--- config.mk ---
export PLATFORM = sky130hd
export DESIGN_NAME = apb_master_bridge
export DESIGN_NICKNAME = d
export VERILOG_FILES = /design/src/rtl/apb_pkg.sv /design/src/rtl/apb_cmd_fifo.sv /design/src/rtl/apb_master_bridge.sv
export SDC_FILE = /design/constraint.sdc
export NUM_CORES = 1
export LEC_CHECK = 0
export CAP_MARGIN = 5
export CORE_ASPECT_RATIO = 0.8
export CORE_MARGIN = 2
export CORE_UTILIZATION = 55
export CTS_BUF_LIST = sky130_fd_sc_hd__clkbuf_4 sky130_fd_sc_hd__clkbuf_8
export CTS_CLUSTER_DIAMETER = 30
export DETAILED_ROUTE_END_ITERATION = 7
export PLACE_DENSITY = 0.81
export SETUP_SLACK_MARGIN = 0.1
export SYNTH_ARGS = -nofsm -noshare
export SYNTH_HDL_FRONTEND = slang
export SYNTH_HIERARCHICAL = 1
export SYNTH_SLANG_ARGS = --single-unit
--- constraint.sdc ---
create_clock -name clk -period 3.7 [get_ports clk]
set_input_delay 0.74 -clock clk [delete_from_list [all_inputs] [get_ports clk]]
set_output_delay 0.74 -clock clk [all_outputs]
set_load 0.01 [all_outputs]
--- src/rtl/apb_pkg.sv ---
// Shared APB types: bus parameters, command/response payloads and the bridge
// FSM state encoding. The payload structs are sized from the default
// apb_parameter widths.
package apb_pkg;

  typedef struct packed {
    int unsigned addr_width;
    int unsigned data_width;
  } apb_parameter_t;

  localparam apb_parameter_t apb_parameter = '{addr_width: 32, data_width: 32};

  localparam int unsigned APB_ADDR_WIDTH = apb_parameter.addr_width;
  localparam int unsigned APB_DATA_WIDTH = apb_parameter.data_width;
  localparam int unsigned APB_STRB_WIDTH = APB_DATA_WIDTH / 8;

  typedef struct packed {
    logic                      write;
    logic [APB_ADDR_WIDTH-1:0] addr;
    logic [APB_DATA_WIDTH-1:0] wdata;
    logic [APB_STRB_WIDTH-1:0] strb;
    logic                      prot;
  } apb_cmd_t;

  typedef struct packed {
    logic [APB_DATA_WIDTH-1:0] rdata;
    logic                      err;
    logic                      timeout;
  } apb_rsp_t;

  typedef enum logic [1:0] {
    ST_IDLE,
    ST_SETUP,
    ST_ACCESS,
    ST_RESP
  } apb_mst_state_e;

endpackage

--- src/rtl/apb_cmd_fifo.sv ---
// Synchronous command FIFO for the APB bridge.
// Ports: clk/reset (sync, active-high); push/wdata write side; pop/head_c
// read side (head_c is the current head, valid when !empty_c); empty_c is
// decoded from the occupancy register; ready is a registered not-full flag.
module apb_cmd_fifo
  import apb_pkg::*;
#(
  parameter int unsigned DEPTH = 4
) (
  input  logic     clk,
  input  logic     reset,
  input  logic     push,
  input  apb_cmd_t wdata,
  input  logic     pop,
  output apb_cmd_t head_c,
  output logic     empty_c,
  output logic     ready
);

  localparam int unsigned PTR_W = (DEPTH > 1) ? $clog2(DEPTH) : 1;
  localparam int unsigned CNT_W = PTR_W + 1;

  apb_cmd_t         mem [DEPTH];
  logic [PTR_W-1:0] wr_ptr_q;
  logic [PTR_W-1:0] rd_ptr_q;
  logic [CNT_W-1:0] count_q;
  logic [CNT_W-1:0] count_d;
  logic             do_push;
  logic             do_pop;

  // A pop never frees space for a same-cycle push: ready is last cycle's view.
  assign do_push = push && ready;
  assign do_pop  = pop && !empty_c;
  assign empty_c = (count_q == '0);
  assign head_c  = mem[rd_ptr_q];

  // Occupancy update; simultaneous push and pop leave it unchanged.
  always_comb begin
    count_d = count_q;
    if (do_push && !do_pop) begin
      count_d = count_q + CNT_W'(1);
    end else if (!do_push && do_pop) begin
      count_d = count_q - CNT_W'(1);
    end
  end

  // Pointers wrap naturally because DEPTH is a power of two.
  always_ff @(posedge clk) begin
    if (reset) begin
      wr_ptr_q <= '0;
      rd_ptr_q <= '0;
      count_q  <= '0;
      ready    <= 1'b1;
    end else begin
      if (do_push) wr_ptr_q <= wr_ptr_q + PTR_W'(1);
      if (do_pop)  rd_ptr_q <= rd_ptr_q + PTR_W'(1);
      count_q <= count_d;
      ready   <= (count_d != CNT_W'(DEPTH));
    end
  end

  // Storage needs no reset; occupancy guards every read.
  always_ff @(posedge clk) begin
    if (do_push) mem[wr_ptr_q] <= wdata;
  end

endmodule

--- src/rtl/apb_master_bridge.sv ---
// Valid/ready command stream to APB4 master bridge with one response per
// command and a pready timeout.
// Ports: clk/reset (sync, active-high); cmd_* command stream in; rsp_*
// response stream out; p* APB4 master signals. All outputs are registered.
module apb_master_bridge
  import apb_pkg::*;
#(
  parameter int unsigned ADDR_WIDTH     = apb_parameter.addr_width,
  parameter int unsigned DATA_WIDTH     = apb_parameter.data_width,
  parameter int unsigned CMD_DEPTH      = 4,
  parameter int unsigned TIMEOUT_CYCLES = 16
) (
  input  logic                    clk,
  input  logic                    reset,
  input  logic                    cmd_valid,
  output logic                    cmd_ready,
  input  logic                    cmd_write,
  input  logic [ADDR_WIDTH-1:0]   cmd_addr,
  input  logic [DATA_WIDTH-1:0]   cmd_wdata,
  input  logic [DATA_WIDTH/8-1:0] cmd_strb,
  input  logic                    cmd_prot,
  output logic                    rsp_valid,
  input  logic                    rsp_ready,
  output logic [DATA_WIDTH-1:0]   rsp_rdata,
  output logic                    rsp_err,
  output logic                    rsp_timeout,
  output logic [ADDR_WIDTH-1:0]   paddr,
  output logic                    pprot,
  output logic                    psel,
  output logic                    penable,
  output logic                    pwrite,
  output logic [DATA_WIDTH-1:0]   pwdata,
  output logic [DATA_WIDTH/8-1:0] pstrb,
  input  logic                    pready,
  input  logic [DATA_WIDTH-1:0]   prdata,
  input  logic                    pslverr
);

  localparam int unsigned STRB_WIDTH = DATA_WIDTH / 8;
  localparam int unsigned TCNT_W     = (TIMEOUT_CYCLES > 1) ? $clog2(TIMEOUT_CYCLES) : 1;
  localparam int unsigned TCNT_LAST  = (TIMEOUT_CYCLES > 0) ? TIMEOUT_CYCLES - 1 : 0;

  apb_cmd_t cmd_in;
  apb_cmd_t head_c;
  logic     fifo_empty_c;
  logic     fifo_pop;

  apb_mst_state_e          state_q, state_d;
  logic                    psel_q, psel_d;
  logic                    penable_q, penable_d;
  logic                    pwrite_q, pwrite_d;
  logic                    pprot_q, pprot_d;
  logic [ADDR_WIDTH-1:0]   paddr_q, paddr_d;
  logic [DATA_WIDTH-1:0]   pwdata_q, pwdata_d;
  logic [STRB_WIDTH-1:0]   pstrb_q, pstrb_d;
  logic                    rsp_valid_q, rsp_valid_d;
  apb_rsp_t                rsp_q, rsp_d;
  logic [TCNT_W-1:0]       tcnt_q, tcnt_d;

  // Pack the incoming command into the FIFO payload.
  always_comb begin
    cmd_in.write = cmd_write;
    cmd_in.addr  = APB_ADDR_WIDTH'(cmd_addr);
    cmd_in.wdata = APB_DATA_WIDTH'(cmd_wdata);
    cmd_in.strb  = APB_STRB_WIDTH'(cmd_strb);
    cmd_in.prot  = cmd_prot;
  end

  apb_cmd_fifo #(
    .DEPTH (CMD_DEPTH)
  ) u_fifo (
    .clk     (clk),
    .reset   (reset),
    .push    (cmd_valid),
    .wdata   (cmd_in),
    .pop     (fifo_pop),
    .head_c  (head_c),
    .empty_c (fifo_empty_c),
    .ready   (cmd_ready)
  );

  // Next-state and next-output logic.
  always_comb begin
    state_d     = state_q;
    psel_d      = psel_q;
    penable_d   = penable_q;
    pwrite_d    = pwrite_q;
    pprot_d     = pprot_q;
    paddr_d     = paddr_q;
    pwdata_d    = pwdata_q;
    pstrb_d     = pstrb_q;
    rsp_valid_d = rsp_valid_q;
    rsp_d       = rsp_q;
    tcnt_d      = tcnt_q;
    fifo_pop    = 1'b0;

    case (state_q)
      ST_IDLE: begin
        if (!fifo_empty_c) begin
          fifo_pop = 1'b1;
          state_d  = ST_SETUP;
        end
      end
      ST_SETUP: begin
        penable_d = 1'b1;
        tcnt_d    = '0;
        state_d   = ST_ACCESS;
      end
      ST_ACCESS: begin
        if (pready) begin
          rsp_d.rdata   = pwrite_q ? '0 : APB_DATA_WIDTH'(prdata);
          rsp_d.err     = pslverr;
          rsp_d.timeout = 1'b0;
          psel_d        = 1'b0;
          penable_d     = 1'b0;
          rsp_valid_d   = 1'b1;
          state_d       = ST_RESP;
        end else if ((TIMEOUT_CYCLES != 0) && (tcnt_q == TCNT_W'(TCNT_LAST))) begin
          rsp_d.rdata   = '0;
          rsp_d.err     = 1'b1;
          rsp_d.timeout = 1'b1;
          psel_d        = 1'b0;
          penable_d     = 1'b0;
          rsp_valid_d   = 1'b1;
          state_d       = ST_RESP;
        end else begin
          tcnt_d = tcnt_q + TCNT_W'(1);
        end
      end
      ST_RESP: begin
        if (rsp_ready) begin
          rsp_valid_d = 1'b0;
          if (!fifo_empty_c) begin
            fifo_pop = 1'b1;
            state_d  = ST_SETUP;
          end else begin
            state_d = ST_IDLE;
          end
        end
      end
      default: state_d = ST_IDLE;
    endcase

    // Every pop starts a SETUP phase from the FIFO head; reads never strobe.
    if (fifo_pop) begin
      psel_d    = 1'b1;
      penable_d = 1'b0;
      pwrite_d  = head_c.write;
      pprot_d   = head_c.prot;
      paddr_d   = ADDR_WIDTH'(head_c.addr);
      pwdata_d  = DATA_WIDTH'(head_c.wdata);
      pstrb_d   = head_c.write ? STRB_WIDTH'(head_c.strb) : '0;
    end
  end

  // State and output registers.
  always_ff @(posedge clk) begin
    if (reset) begin
      state_q     <= ST_IDLE;
      psel_q      <= 1'b0;
      penable_q   <= 1'b0;
      pwrite_q    <= 1'b0;
      pprot_q     <= 1'b0;
      paddr_q     <= '0;
      pwdata_q    <= '0;
      pstrb_q     <= '0;
      rsp_valid_q <= 1'b0;
      rsp_q       <= '0;
      tcnt_q      <= '0;
    end else begin
      state_q     <= state_d;
      psel_q      <= psel_d;
      penable_q   <= penable_d;
      pwrite_q    <= pwrite_d;
      pprot_q     <= pprot_d;
      paddr_q     <= paddr_d;
      pwdata_q    <= pwdata_d;
      pstrb_q     <= pstrb_d;
      rsp_valid_q <= rsp_valid_d;
      rsp_q       <= rsp_d;
      tcnt_q      <= tcnt_d;
    end
  end

  assign psel        = psel_q;
  assign penable     = penable_q;
  assign pwrite      = pwrite_q;
  assign pprot       = pprot_q;
  assign paddr       = paddr_q;
  assign pwdata      = pwdata_q;
  assign pstrb       = pstrb_q;
  assign rsp_valid   = rsp_valid_q;
  assign rsp_rdata   = DATA_WIDTH'(rsp_q.rdata);
  assign rsp_err     = rsp_q.err;
  assign rsp_timeout = rsp_q.timeout;

endmodule

==> results of run 1 <==
==> worst max-delay path, stage by stage (launching register included) <==
cell and delay, ns:
dfxtp_1 0.41, inv_1 0.09, ha_1 0.44, or2_2 0.36, nor2_1 0.31, inv_1 0.17, o211ai_4 0.22, a211oi_2 0.09
or2_1 0.26
==> final timing paths <==
kind / slack, ns / from / end / depth (start not counted)
max: 1.22 / state_q[1] / u_fifo/count_q[2] / 8
max reg2reg: 1.22 / state_q[1] / u_fifo/count_q[2] / 8
min reg2reg: 0.45 / psel / psel / 1
min: 0.45 / psel / psel / 1
==> routing by layer <==
| metal | GRT usage, % | up-vias | wire, µm |
|---|---|---|---|
| li1 | - | 4030 | - |
| met1 | 30.7 | 4549 | 13800 |
| met2 | 39.2 | 367 | 16500 |
| met3 | 7.19 | 54 | 2790 |
| met4 | 7.93 | 0 | 624 |
| met5 | 0 | - | 0 |
==> where the power goes <==
group / internal (mW) / switching, mW
Sequential: 5.43 / 0.292
Combinational: 1.67 / 2.16
Clock: 2.61 / 1.76
Total: 9.71 / 4.21
==> registers in the layout (all words and copies together), names as in the netlist, 2 cells and up, named ones only <==
name,count
paddr,32
u_fifo/rd_ptr_q,2
state_q,2
pwdata,32
u_fifo/wr_ptr_q,2
tcnt_q,4
pstrb,4
u_fifo/mem,280
u_fifo/count_q,3
rsp_rdata,32
==> through the flow <==
step | cell area, µm² | utilization, % | setup slack [ns] | hold WS [ns] | power, mW
floorplan | 15000 | - | 0.830 | 0.469 | 8.09
detailed placement | 17500 | 65.9 | 1.07 | 0.440 | 9.65
global route | 19000 | 71.8 | 1.06 | 0.492 | 14.5
CTS | 19000 | 71.7 | 1.23 | 0.453 | 14.0
global placement | 17500 | 65.9 | 1.12 | 0.431 | 9.57
finish | 19000 | 71.8 | 1.22 | 0.448 | 13.9
==> synthesized netlist by cell type (2+ instances only) <==
cell type,n
nand4_1,7
buf_6,9
o22ai_1,3
clkbuf_1,27
xor2_1,2
buf_2,21
buf_4,4
nand2_1,11
a21oi_2,2
xnor2_1,3
nand3_1,71
nor2_1,9
a31oi_1,4
dfxtp_1,123
or2_1,2
a211oi_2,2
nand2b_1,5
inv_1,9
and3_1,4
ha_1,12
mux4_2,70
nor3_1,4
buf_1,2
a211oi_1,5
o21ai_0,70
a22o_1,32
a21oi_1,72
edfxtp_1,280
a21o_1,2
==> layout make-up <==
| class | count | area [µm²] |
|---|---|---|
| Clock buffer | 96 | 1200 |
| Clock inverter | 32 | 352 |
| Antenna cell | 5 | 12.5 |
| Inverter | 10 | 37.5 |
| Fill cell | 1618 | 7480 |
| Tap cell | 357 | 447 |
| Timing Repair Buffer | 236 | 2390 |
| Multi-Input combinational cell | 414 | 3730 |
| Sequential cell | 403 | 10900 |
==> cells by family after synthesis <==
family / after synthesis
multiplexers: 71
adder cells (fa/ha/maj): 12
XOR/XNOR: 5
flip-flops: 403
AO/OA/AOI/OAI: 201
buffers and inverters: 75
AND/OR/NAND/NOR: 125
==> impl_metrics.py, run 1 <==
metrics = {
    "routing": {
        "via_count": 9000,
        "drtPass1Iterations": 5,
        "route.detailed.drc": 0,
        "wirelength_um": 33700,
        "drt_iter0_drc": 680,
        "wl_per_cell_um": 21.7,
        "ant_nets": 0,
        "vias_per_cell": 5.80,
    },
    "placed_design": {
        "place_inst": 1420,
        "numPortBuffers": 215,
        "hpwl_um": 19600,
        "routabilityCongestion": 0.792,
    },
    "synthesis": {
        "synthCells": 892,
        "synth-xor-area-share_pct": 0.293,
        "synth-simple-area-share_pct": 4.48,
        "ys_types": 54,
        "synth_seq_cells": 403,
        "async_flop_share_pct": 0,
        "yosys.area.top_type": "edfxtp_1",
        "synth_top_family_by_area": "multiplexers",
        "ys_seq_area_share_pct": 72.6,
        "synthFlopType": "edfxtp_1",
        "synth_fa_ha_area_share_pct": 1.00,
        "yosysWarnings": 6,
        "synth_compound_area_share_pct": 8.24,
        "yosys-top-cells-area": "edfxtp_1 56%, dfxtp_1 16%, mux4_2 11%, a21oi_1 2.4%, nand3_1 2.4%",
        "syn_area_per_cell_um2": 16.8,
        "syn-num-nets": 1012,
        "synth_top_area_share_pct": 56.2,
        "synth_edf_count": 280,
        "synthMuxAreaShare_pct": 10.6,
        "netlist_area_mm2": 0.0150,
    },
    "clock_network": {
        "clkTransAtPathRegs_ns": 0.06,
        "worstSkewPairLatency_ns": 0.58,
        "postCtsHoldBufs": 0,
        "postCtsSetupBuffers": 0,
        "ctsHtreeMaxLevel": 3,
        "cts_buffer_depth": 3,
        "numCtsBuffers": 69,
        "ctsRootBufferMaster": "clkbuf_8",
        "cts_tree": "built",
        "post_cts_resized": 0,
        "numClockSinks": 403,
    },
    "grt": {
        "antenna_found_initial": 4,
        "grt_max_degree": 72,
        "grt_pass1_wl_um": 51300,
        "grt_usage_pct": 23.8,
        "overflow": 0,
        "grt_pass1_vias": 9196,
    },
    "sta": {
        "report.final.slew_viol_count": 0,
        "max_freq_ghz": 0.403,
        "rsz0062_at_grt": "no",
        "skew_ns": 0.0254,
        "fin_tns_setup_ns": 0,
        "worst_slew_pin_slew_ns": 0.830,
        "min_period_ns": 2.48,
        "period_share_pct": 67.1,
        "setup_viol": 0,
        "hold_viol": 0,
        "timing.slew.headroom_pct": 44.7,
    },
    "cells_and_area": {
        "final_common_cell": "edfxtp_1",
        "area_growth_pct": 27.2,
        "drive_gt1_share_pct": 19.6,
        "final_cell_mix": "280 x edfxtp_1, 214 x clkdlybuf4s50_1, 121 x dfxtp_1",
        "nNetsFinal": 1254,
        "final_cell_count_no_fill": 1553,
    },
    "die": {
        "die_area_mm2": 0.0286,
        "initial_core_util_pct": 56.4,
        "core-area_mm2": 0.0265,
        "die_x_um": 188,
        "die_h_um": 152,
        "placementRows": 53,
        "boundaryPins": 216,
    },
    "power": {
        "p_per_area_mw_per_mm2": 731,
        "vdd_drop_max_mv": 0.763,
        "p_leak_nw": 6.25,
    },
    "setup_path": {
        "crit_fanout": 11,
        "crit_path_start_kind": "register",
        "crit_arrival_ns": 2.94,
        "worstSetupPathType": "register to register",
        "cp_data_required_time_ns": 4.16,
        "end_kind": "register",
    },
    "job": {
        "maxCapViolCount": 0,
    },
    "run_status": {
        "status": "finished clean",
    },
    "worst_hold_path": {
        "hp-class": "register to register",
    },
}
(Power assumes the default switching activity.)
==> run 2: changes to the inputs <==
- clock period: 3.7 -> 2.3 ns (I/O delays scaled with it)
==> run 2 against run 1 <==
Effect of this change: final area up 1.0%; die area unchanged; highest routed layer is now met5; cell count down 0.19%; largest power group unchanged; count of clock-buffer cells in the layout up 4; power up 63%; wire length down 1.2%; sequential share of layout area down 0.56 points; setup slack worse by 1.0 ns; maximum frequency up 17%; sequential power up 60%.
==> impl_metrics.py, run 2 (synthesis results as in run 1) <==
metrics = {
    "setup_path": {
        "crit_path_start": "u_fifo/count_q[1]",
        "reg2reg_depth": 10,
        "slowest_stage": "dfxtp_2",
        "critPathCapture": "u_fifo/count_q[1]",
        "r2r_end": "u_fifo/count_q[1]",
        "cp_data_required_time_ns": 2.76,
        "crit_path_start_kind": "register",
        "worstSetupPathType": "register to register",
        "crit_fanout": 7,
        "r2r_setup_slack_ns": 0.17,
        "crit_chain": "inv_1 -> ha_1 -> nand2b_4 -> inv_2 -> or2_2 -> nor2_4 -> inv_2 -> o21ai_4 -> a211oi_1 -> a311oi_1",
        "crit_path_frequent_cell": "inv_2",
        "end_kind": "register",
        "slowest_delay_ns": 0.36,
        "crit_arrival_ns": 2.59,
        "r2r-start": "u_fifo/count_q[1]",
    },
    "grt": {
        "antenna_found_initial": 6,
        "grt_max_degree": 72,
        "grt_pass1_wl_um": 51600,
        "overflow": 0,
        "grt_usage_pct": 23.9,
        "grt_pass1_vias": 9291,
    },
    "routing": {
        "drtPass1Iterations": 5,
        "via_count": 8970,
        "vias_per_cell": 5.79,
        "wirelength_um": 33300,
        "drt_iter0_drc": 844,
        "ant_nets": 0,
        "wl_per_cell_um": 21.5,
        "route.detailed.drc": 0,
    },
    "sta": {
        "worst_slack_ns": 0.173,
        "max_freq_ghz": 0.470,
        "fin_tns_setup_ns": 0,
        "setup_viol": 0,
        "worst_slew_pin_slew_ns": 0.587,
        "min_period_ns": 2.13,
        "rsz0062_at_grt": "no",
        "hold_ws_ns": 0.295,
        "hold_viol": 0,
        "timing.slew.headroom_pct": 60.9,
        "report.final.slew_viol_count": 0,
        "period_share_pct": 92.5,
        "skew_ns": 0.0309,
    },
    "cells_and_area": {
        "area_growth_pct": 28.5,
        "largest_reg_flops": 280,
        "final_cell_mix": "280 x edfxtp_1, 214 x clkdlybuf4s50_1, 119 x dfxtp_1",
        "top_register": "u_fifo/mem",
        "drive_gt1_share_pct": 20.6,
        "nNetsFinal": 1257,
        "design_area_mm2": 0.0192,
        "final_common_cell": "edfxtp_1",
        "nFillCells": 1617,
        "fin_util_pct": 72.5,
        "final_cell_count_no_fill": 1550,
    },
    "die": {
        "die_h_um": 152,
        "die_x_um": 188,
        "boundaryPins": 216,
        "initial_core_util_pct": 56.4,
        "placementRows": 53,
        "core-area_mm2": 0.0265,
        "die_area_mm2": 0.0286,
    },
    "power": {
        "p_per_area_mw_per_mm2": 1180,
        "power_mw": 22.7,
        "vdd_drop_max_mv": 0.910,
        "p_leak_nw": 6.33,
    },
    "clock_network": {
        "cts_tree": "built",
        "numClockSinks": 403,
        "numCtsBuffers": 66,
        "worstSkewPairLatency_ns": 0.59,
        "cts_buffer_depth": 3,
        "ctsRootBufferMaster": "clkbuf_8",
        "postCtsHoldBufs": 0,
        "ctsHtreeMaxLevel": 3,
        "clkTransAtPathRegs_ns": 0.06,
    },
    "placed_design": {
        "dpl_worst_slack_ns": 0.0598,
        "routabilityCongestion": 0.765,
        "hpwl_um": 19600,
        "numPortBuffers": 215,
        "place_inst": 1426,
        "dpl_cell_area_mm2": 0.0177,
    },
    "worst_hold_path": {
        "hp-class": "input pin to register",
    },
    "run_status": {
        "status": "finished clean",
    },
    "job": {
        "maxCapViolCount": 0,
    },
}
-- run 2: repair_timing --
item / in CTS / in global routing
pin swaps: 0 / 0
cloned: 0 / 0
setup buffers: 0 / 0
endpoints found under the setup margin: 3 / 4
resized for setup: 2 / 4
-- run 2: per-layer routing --
metal	wire length, µm	vias to the layer above	share of wire [%]	global-route usage [%]
li1	-	4037	-	-
met1	13700	4468	41	31.7
met2	15900	410	48	38.1
met3	3070	51	9.2	7.39
met4	576	4	1.7	8.32
met5	27	-	0.081	0
-- run 2: power by group --
part	switching, mW	internal (mW)	leakage, nW	total (mW)
registers	0.435	8.73	3.57	9.17
clock network	2.78	4.29	0.808	7.07
logic	3.56	2.86	1.95	6.41
total	6.77	15.9	6.33	22.7
-- run 2: critical path, delay by kind of cell, from the launching register on --
kind            cells  cell delay [ns]
flops               1             0.36
compound gates      3             0.57
buf+inv             3             0.27
simple gates        3             0.61
fa+ha+maj           1             0.22
-- run 2: cell type report --
cell class | instances | area, µm² | share of cell area [%]
Multi-Input combinational cell | 414 | 3740 | 19.4
Inverter | 10 | 37.5 | 0.195
Clock inverter | 21 | 309 | 1.61
Sequential cell | 403 | 10900 | 56.6
Antenna cell | 3 | 7.51 | 0.0390
Tap cell | 357 | 447 | 2.32
Clock buffer | 100 | 1240 | 6.47
Timing Repair Buffer | 242 | 2570 | 13.4
-- run 2: worst min-delay path by stage --
stage | start | end | depth (start not counted) | slack, ns
CTS | reset | pwdata[28] | 2 | 0.26
floorplan | u_fifo/wr_ptr_q[1] | u_fifo/wr_ptr_q[1] | 2 | 0.47
finish | reset | pwdata[28] | 2 | 0.29
detailed placement | psel | psel | 1 | 0.44
global route | reset | paddr[2] | 2 | 0.29
global placement | psel | psel | 1 | 0.43
